File: config.mk
export PLATFORM = sky130hd
export DESIGN_NAME = uart_tx_arbiter
export DESIGN_NICKNAME = d
export VERILOG_FILES = /design/src/rtl/uart_tx_arbiter.sv
export SDC_FILE = /design/constraint.sdc
export NUM_CORES = 1
export LEC_CHECK = 0
export CAP_MARGIN = 20
export CORE_MARGIN = 2
export CORE_UTILIZATION = 51
export CTS_BUF_LIST = sky130_fd_sc_hd__clkbuf_4
export CTS_CLUSTER_SIZE = 24
export DETAILED_ROUTE_END_ITERATION = 10
export PLACE_DENSITY = 0.92
export SYNTH_ARGS = -nofsm -noshare
export SYNTH_HDL_FRONTEND = slang
export SYNTH_SLANG_ARGS = --single-unit
File: constraint.sdc
create_clock -name clk -period 6.9 [get_ports clk]
set_input_delay 2.07 -clock clk [delete_from_list [all_inputs] [get_ports clk]]
set_output_delay 2.07 -clock clk [all_outputs]
set_load 0.01 [all_outputs]
File: src/rtl/uart_tx_arbiter.sv
// uart_tx_arbiter: round-robin sharing of one UART transmitter among
// NREQ byte producers over a four-phase tx_req/tx_req_ack link.
module uart_tx_arbiter #(
    parameter int NREQ    = 4,
    parameter int ACK_TMO = 65535
) (
    input  logic              clk,
    input  logic              reset,
    input  logic              enable,
    input  logic [15:0]       cfg_comp,
    input  logic [1:0]        cfg_stop_sel,
    input  logic [NREQ-1:0]   req_valid,
    input  logic [NREQ*8-1:0] req_data,
    output logic [NREQ-1:0]   req_ready,
    output logic              tx_tr_en,
    output logic [15:0]       tx_comp,
    output logic [1:0]        tx_stop_sel,
    output logic [7:0]        tx_data,
    output logic              tx_req,
    input  logic              tx_req_ack,
    output logic [2:0]        grant_id,
    output logic              busy,
    output logic              err_tmo,
    output logic              err_abort
);

    localparam logic [23:0] TMO = 24'(ACK_TMO);

    typedef enum logic [1:0] {
        IDLE_s,
        REQ_s,
        RELEASE_s
    } state_t;

    state_t            state;
    state_t            state_n;
    logic [23:0]       cnt;
    logic [23:0]       cnt_n;
    logic [23:0]       cnt_inc;
    logic [NREQ-1:0]   ready_n;
    logic [15:0]       comp_n;
    logic [1:0]        stop_n;
    logic [7:0]        data_n;
    logic              req_n;
    logic [2:0]        gid_n;
    logic              tmo_n;
    logic              abort_n;

    logic              win_ok;
    logic [2:0]        win;
    logic [NREQ-1:0]   win_hot;
    logic [7:0]        win_byte;

    // Scan downward so the nearest valid requester after grant_id wins.
    always_comb begin : pick
        int unsigned idx;
        logic        hit;
        win_ok = 1'b0;
        win    = grant_id;
        idx    = 0;
        hit    = 1'b0;
        for (int k = NREQ; k >= 1; k--) begin
            idx = (32'(grant_id) + 32'(k)) % 32'(NREQ);
            hit = 1'b0;
            for (int i = 0; i < NREQ; i++) begin
                if (idx == 32'(i) && req_valid[i]) begin
                    hit = 1'b1;
                end
            end
            if (hit) begin
                win_ok = 1'b1;
                win    = idx[2:0];
            end
        end
    end

    always_comb begin
        win_hot  = '0;
        win_byte = '0;
        for (int i = 0; i < NREQ; i++) begin
            if (win == 3'(i)) begin
                win_hot[i] = 1'b1;
                win_byte   = req_data[i*8 +: 8];
            end
        end
    end

    assign cnt_inc = cnt + 24'd1;

    always_comb begin
        state_n = state;
        cnt_n   = cnt;
        ready_n = '0;
        comp_n  = tx_comp;
        stop_n  = tx_stop_sel;
        data_n  = tx_data;
        req_n   = tx_req;
        gid_n   = grant_id;
        tmo_n   = 1'b0;
        abort_n = 1'b0;
        if (!enable) begin
            state_n = IDLE_s;
            cnt_n   = '0;
            req_n   = 1'b0;
            abort_n = (state != IDLE_s);
        end else begin
            unique case (state)
                IDLE_s: begin
                    cnt_n = '0;
                    // Never start a grant while the last ack is still up.
                    if (win_ok && !tx_req_ack) begin
                        data_n  = win_byte;
                        comp_n  = cfg_comp;
                        stop_n  = cfg_stop_sel;
                        req_n   = 1'b1;
                        ready_n = win_hot;
                        gid_n   = win;
                        state_n = REQ_s;
                    end
                end
                REQ_s: begin
                    if (tx_req_ack) begin
                        req_n   = 1'b0;
                        cnt_n   = '0;
                        state_n = RELEASE_s;
                    end else if (cnt_inc == TMO) begin
                        req_n   = 1'b0;
                        cnt_n   = '0;
                        tmo_n   = 1'b1;
                        state_n = RELEASE_s;
                    end else begin
                        cnt_n = cnt_inc;
                    end
                end
                RELEASE_s: begin
                    if (!tx_req_ack) begin
                        state_n = IDLE_s;
                    end
                end
                default: begin
                    state_n = IDLE_s;
                    req_n   = 1'b0;
                end
            endcase
        end
    end

    always_ff @(posedge clk) begin
        if (reset) begin
            state       <= IDLE_s;
            cnt         <= '0;
            req_ready   <= '0;
            tx_tr_en    <= 1'b0;
            tx_comp     <= '0;
            tx_stop_sel <= '0;
            tx_data     <= '0;
            tx_req      <= 1'b0;
            grant_id    <= 3'(NREQ - 1);
            busy        <= 1'b0;
            err_tmo     <= 1'b0;
            err_abort   <= 1'b0;
        end else begin
            state       <= state_n;
            cnt         <= cnt_n;
            req_ready   <= ready_n;
            tx_tr_en    <= enable;
            tx_comp     <= comp_n;
            tx_stop_sel <= stop_n;
            tx_data     <= data_n;
            tx_req      <= req_n;
            grant_id    <= gid_n;
            busy        <= (state_n != IDLE_s);
            err_tmo     <= tmo_n;
            err_abort   <= abort_n;
        end
    end

endmodule

Yosys cells after proc, flatten, opt, wreduce, memory -nomap -nowiden
Cells that the tools add are included.
{ "op_classes": {"add_sub_neg": 5, "eq_ne": 20, "mux": 46, "bitwise_logic": 5, "reduce_logical": 33} }
{ "op_table": {"columns": ["cell", "count"], "rows": [
  ["32-bit logical NOT", 4],
  ["24-bit 2-to-1 mux", 2],
  ["24-bit case mux with 2 select lines", 1],
  ["8-bit 2-to-1 mux", 4],
  ["1-bit 2-to-1 mux", 28],
  ["24-bit by 1-bit adder with 24-bit output, second input constant", 1],
  ["24-bit by 16-bit == test with 1-bit output, second input constant", 1],
  ["2-bit == test, second input constant", 9],
  ["1-bit logical AND", 17],
  ["3-bit 2-to-1 mux", 4],
  ["2-bit by 1-bit == test with 1-bit output, second input constant", 5],
  ["2-bit 2-to-1 mux", 5],
  ["4-bit OR reduction", 2],
  ["3-bit by 2-bit == test with 1-bit output, second input constant", 2],
  ["2-bit case mux with 3 select lines", 1],
  ["3-bit AND reduction", 2],
  ["2-bit nonzero test", 3],
  ["1-bit NOT", 5],
  ["2-bit by 1-bit adder with 2-bit output, second input constant", 2],
  ["2-bit adder, second input constant", 2],
  ["2-bit OR reduction", 2],
  ["3-bit by 1-bit == test with 1-bit output, second input constant", 1],
  ["3-bit logical NOT", 1],
  ["3-bit != test, second input constant", 1],
  ["other kinds (4)", 4]
]} }
{ "totals": {"ff_bits": 64, "in_bits": 58, "output_inout_bits": 38, "elab_cells": 121} }

Logic depth before layout (Yosys ltp)
{ "logic_depth": {"ltp_word": 16, "ltp_mapped": 10, "ltp_nobuf": 9} }

Worst setup path after synthesis
No wires, ideal clock.
{ "synth_path": {"kind": "input port to flip-flop", "startpoint": "in req_valid[1]", "endpoint": "reg tx_data[0]", "setup_ns": 0.147, "arrival_time_ns": 3.625, "required_time_ns": 6.753, "slack_ns": 3.128, "path_stages": 8, "n_path_buf": 1, "path_cell_list": "a22o_1 > a221oi_1 > nand3_1 > and2_1 > o21ai_1 > buf_2 > mux2i_1 > o221ai_1"} }
{ "synth_via": {"elab_chain_len": 13, "word_cells_on_any_way": 34, "classes_between": "eq/ne (3); mux (24); reduce/logical (7)"} }
{ "synth_rtl": {"columns": ["element", "line_no", "source"], "rows": [
  ["start, declared", "12", "input logic [NREQ-1:0] req_valid,"],
  ["1-bit logical AND", "66", "if (idx == 32'(i) && req_valid[i]) begin"],
  ["1-bit 2-to-1 mux (3 in a row)", "66", null],
  ["3-bit 2-to-1 mux (4 in a row)", "70", "if (hit) begin"],
  ["3-bit logical NOT", "81", "if (win == 3'(i)) begin"],
  ["8-bit 2-to-1 mux (4 in a row)", "81", null],
  ["end signal, assigned", "169", "tx_data <= data_n;"],
  ["end, declared", "18", "output logic [7:0] tx_data,"]
]} }
Several ways; a longest one is shown, not always the timed one.
A chain may end at the register's enable or synchronous reset.

Worst setup path in the final report
{ "layout_path": {"startpoint": "in reset", "endpoint": "reg cnt[5]"} }
{ "layout_via": {"elab_chain_len": 1} }
{ "layout_rtl": {"columns": ["element", "line_no", "source"], "rows": [
  ["start, declared", "8", "input logic reset,"],
  ["2-bit OR reduction (no line)", null, null],
  ["end signal, assigned", "164", "cnt <= cnt_n;"],
  ["end, declared", "37", "logic [23:0] cnt;"]
]} }
Every way passes these cells.

==> results.tsv <==
metric	value	unit
Hold-fix buffers, CTS	0	
Post-CTS Setup Bufs	0	
final WL	9750	um
overflow left after global routing	0	
Crit Path Max Fanout	25	
H-tree Lvls	3	
drt first pass iters	7	
Pleak	1.73	nW
Post-Synth Simple-Gate Area	23.3	%
post-synthesis cell type count	59	
HP Class	reg2reg	
max-slew violations	0	
Die Wd	86.0	um
clock slew at reported path FFs	110	ps
Hold WS	486	ps
layout cell share with drive strength beyond 1	6.12	%
Post-Syn Area	0.00343	mm2
hpwl dp	6880	um
final period utilization	67.5	%
worst-skew pair later-pin latency	430	ps
Worst Max-Slew Pin Slew	919	ps
Post-Synth XOR/XNOR Area	1.79	%
Worst slew margin	38.8	%
Worst Path Arrival	4980	ps
Compound-Gate Fraction of Synth Area	21.2	%
final RePlAce weighted congestion	0.899	
largest family of logic cells by synthesized area	simple AND/OR/NAND/NOR gates	
initial core utilization	53.4	%
DRC viols	0	
PortBufs	95	
Final Hold Vio Count	0	
final instance area	0.00455	mm2
CTS resizes	0	
sequential area share after synthesis	37.3	%
CTS tree	built	
antenna violations before repair	0	
Total GRT Usage	26.8	%
Ant. Diodes	0	
adder-cell area share of the yosys netlist	2.19	%
Detailed Route Iter0 Violations	332	
Top FF cell, synth	dfxtp_1	
via count	3487	
Post-synth EDFFs	0	
Routed Antenna Nets	0	
required time of the worst setup path	7220	ps
status	completed	
CP Launch Type	input port	
Pwr Density	197	mW/mm2
Die H	86.0	um
unrepaired setup endpoints after global routing	no	
Ys Warns	0	
cells after synthesis	400	
FP Rows	29	
clk buf depth	2	
Post-DP Area	0.00437	mm2
WL/cell	17.2	um
synthesized flop and latch total	64	
post-layout minimum cycle time	4660	ps
Worst Skew	22.5	ps
multiplexer share of the synthesized area	9.92	%
asr flop ratio synth	0	%
Sum Neg Setup Slack	0	ps
DIE AREA	0.00740	mm2
Setup Viol. Count Final	0	
r2r setup slk	3410	ps
CP Class	in2reg	
# fillers	466	
max_cap viols	0	
syn_area_per_cell	8.58	um2
Root Buffer	clkbuf_4	
Inserted Clock Buffers	9	
Vias per Instance	6.15	
clock sink total	64	
VDD IR max	0.116	mV
CP endpoint kind	register	
Core Area	0.00642	mm2
Top Ports	96	
post-synthesis net count	464	
f_max	0.215	GHz
fin nets	549	
first-pass GRT wire length	16000	um
area grow syn2layout	32.7	%
vias in the first global route	3449	
largest net degree at the start of global routing	26	
## per-stage QoR
step,worst slack (ps),power (mW),util [%],instances
global placement,1960,0.592,68.1,550
floorplan,3130,0.513,-,400
finish,2240,0.898,70.9,567
global route,1970,0.934,70.9,567
detailed placement,1800,0.599,68.1,550
CTS,2180,0.883,70.5,566
## worst paths after layout
path,to,cells after the start,startpoint
max reg2reg,tx_data[1]$_SDFFE_PP0P_,10,grant_id[0]$_SDFFE_PP1P_
max,cnt[5]$_SDFFE_PP0P_,5,reset
min reg2reg,tx_data[3]$_SDFFE_PP0P_,2,tx_data[3]$_SDFFE_PP0P_
min,tx_data[3]$_SDFFE_PP0P_,2,tx_data[3]$_SDFFE_PP0P_
## critical path, stage by stage
cell and delay (ps):
clkdlybuf4s50_1 880, nor2b_1 610, and3_1 770, o21ai_2 340, o31ai_1 300
## power by group
group          internal, mW  switching, mW
combinational         0.116         0.0934
clock                 0.143          0.147
sequential            0.386         0.0116
total                 0.645          0.252
## cells by family (layout without fill, tap and decap cells)
family,count (synthesis),in the layout
flops,64,64
mux,34,34
simple gates,159,159
compound gates,100,100
fa+ha+maj,6,6
xor+xnor,7,7
buf+inv,30,120
## cell usage in the layout, fill, tap and decap left out, types with 10 or more instances in the layout
master / Yosys / routed
nand3_1: 17 / 17
nand4_1: 10 / 10
dfxtp_1: 64 / 64
clkdlybuf4s50_1: 0 / 95
o221ai_1: 12 / 12
mux2i_1: 34 / 34
nand2_1: 51 / 51
nor2_1: 41 / 41
o31ai_1: 15 / 15
o21ai_0: 24 / 24
## per-layer routing
layer  vias up  share of wire, %  routed length [um]  GRT usage, %
li1       1658                 -                   -             -
met1      1646                43                4170          33.5
met2       161                48                4700          44.4
met3        22               6.9                 676          6.64
met4         0               2.1                 204          10.5
met5         -                 0                   0             0
## Yosys cell counts (2+ instances only)
library cell / number / share of area [%]
nand2b_1: 6 / 1.1
and2_1: 9 / 1.6
o31ai_1: 15 / 3.3
a221oi_1: 2 / 0.51
nor2_1: 41 / 4.5
a41oi_1: 7 / 1.8
and3_1: 4 / 0.73
dfxtp_1: 64 / 37
o2111ai_1: 2 / 0.51
buf_6: 3 / 0.98
a21oi_1: 7 / 1.0
nor4_1: 2 / 0.36
a31oi_1: 2 / 0.36
a22o_1: 2 / 0.51
buf_2: 10 / 1.5
and4_4: 2 / 0.66
nand3_1: 17 / 2.5
nor4b_1: 2 / 0.51
clkbuf_1: 11 / 1.2
nand4_1: 10 / 1.8
a22oi_1: 4 / 0.88
o31a_1: 2 / 0.51
xnor2_1: 6 / 1.5
nand2_1: 51 / 5.6
o21ai_0: 24 / 3.5
mux2i_1: 34 / 9.9
nor3_1: 2 / 0.29
ha_1: 6 / 2.2
inv_1: 6 / 0.66
o21a_1: 3 / 0.66
o211ai_1: 3 / 0.66
a32o_1: 2 / 0.58
o211a_1: 2 / 0.58
o221ai_1: 12 / 3.1
## state kept, by name (all words and copies together), names as in the netlist, 2 cells and up
signal	count
tx_stop_sel	2
grant_id	3
state	2
cnt	24
tx_data	8
tx_comp	16
req_ready	4
## area by class of cell
class | count | area, um2 | share of cell area, %
Tap cell | 77 | 96.3 | 2.12
Clock inverter | 7 | 86.3 | 1.90
Inverter | 6 | 22.5 | 0.495
Sequential cell | 64 | 1280 | 28.1
Clock buffer | 9 | 67.6 | 1.48
Multi-Input combinational cell | 306 | 2010 | 44.1
Timing Repair Buffer | 98 | 993 | 21.8
(Power assumes the default switching activity.)
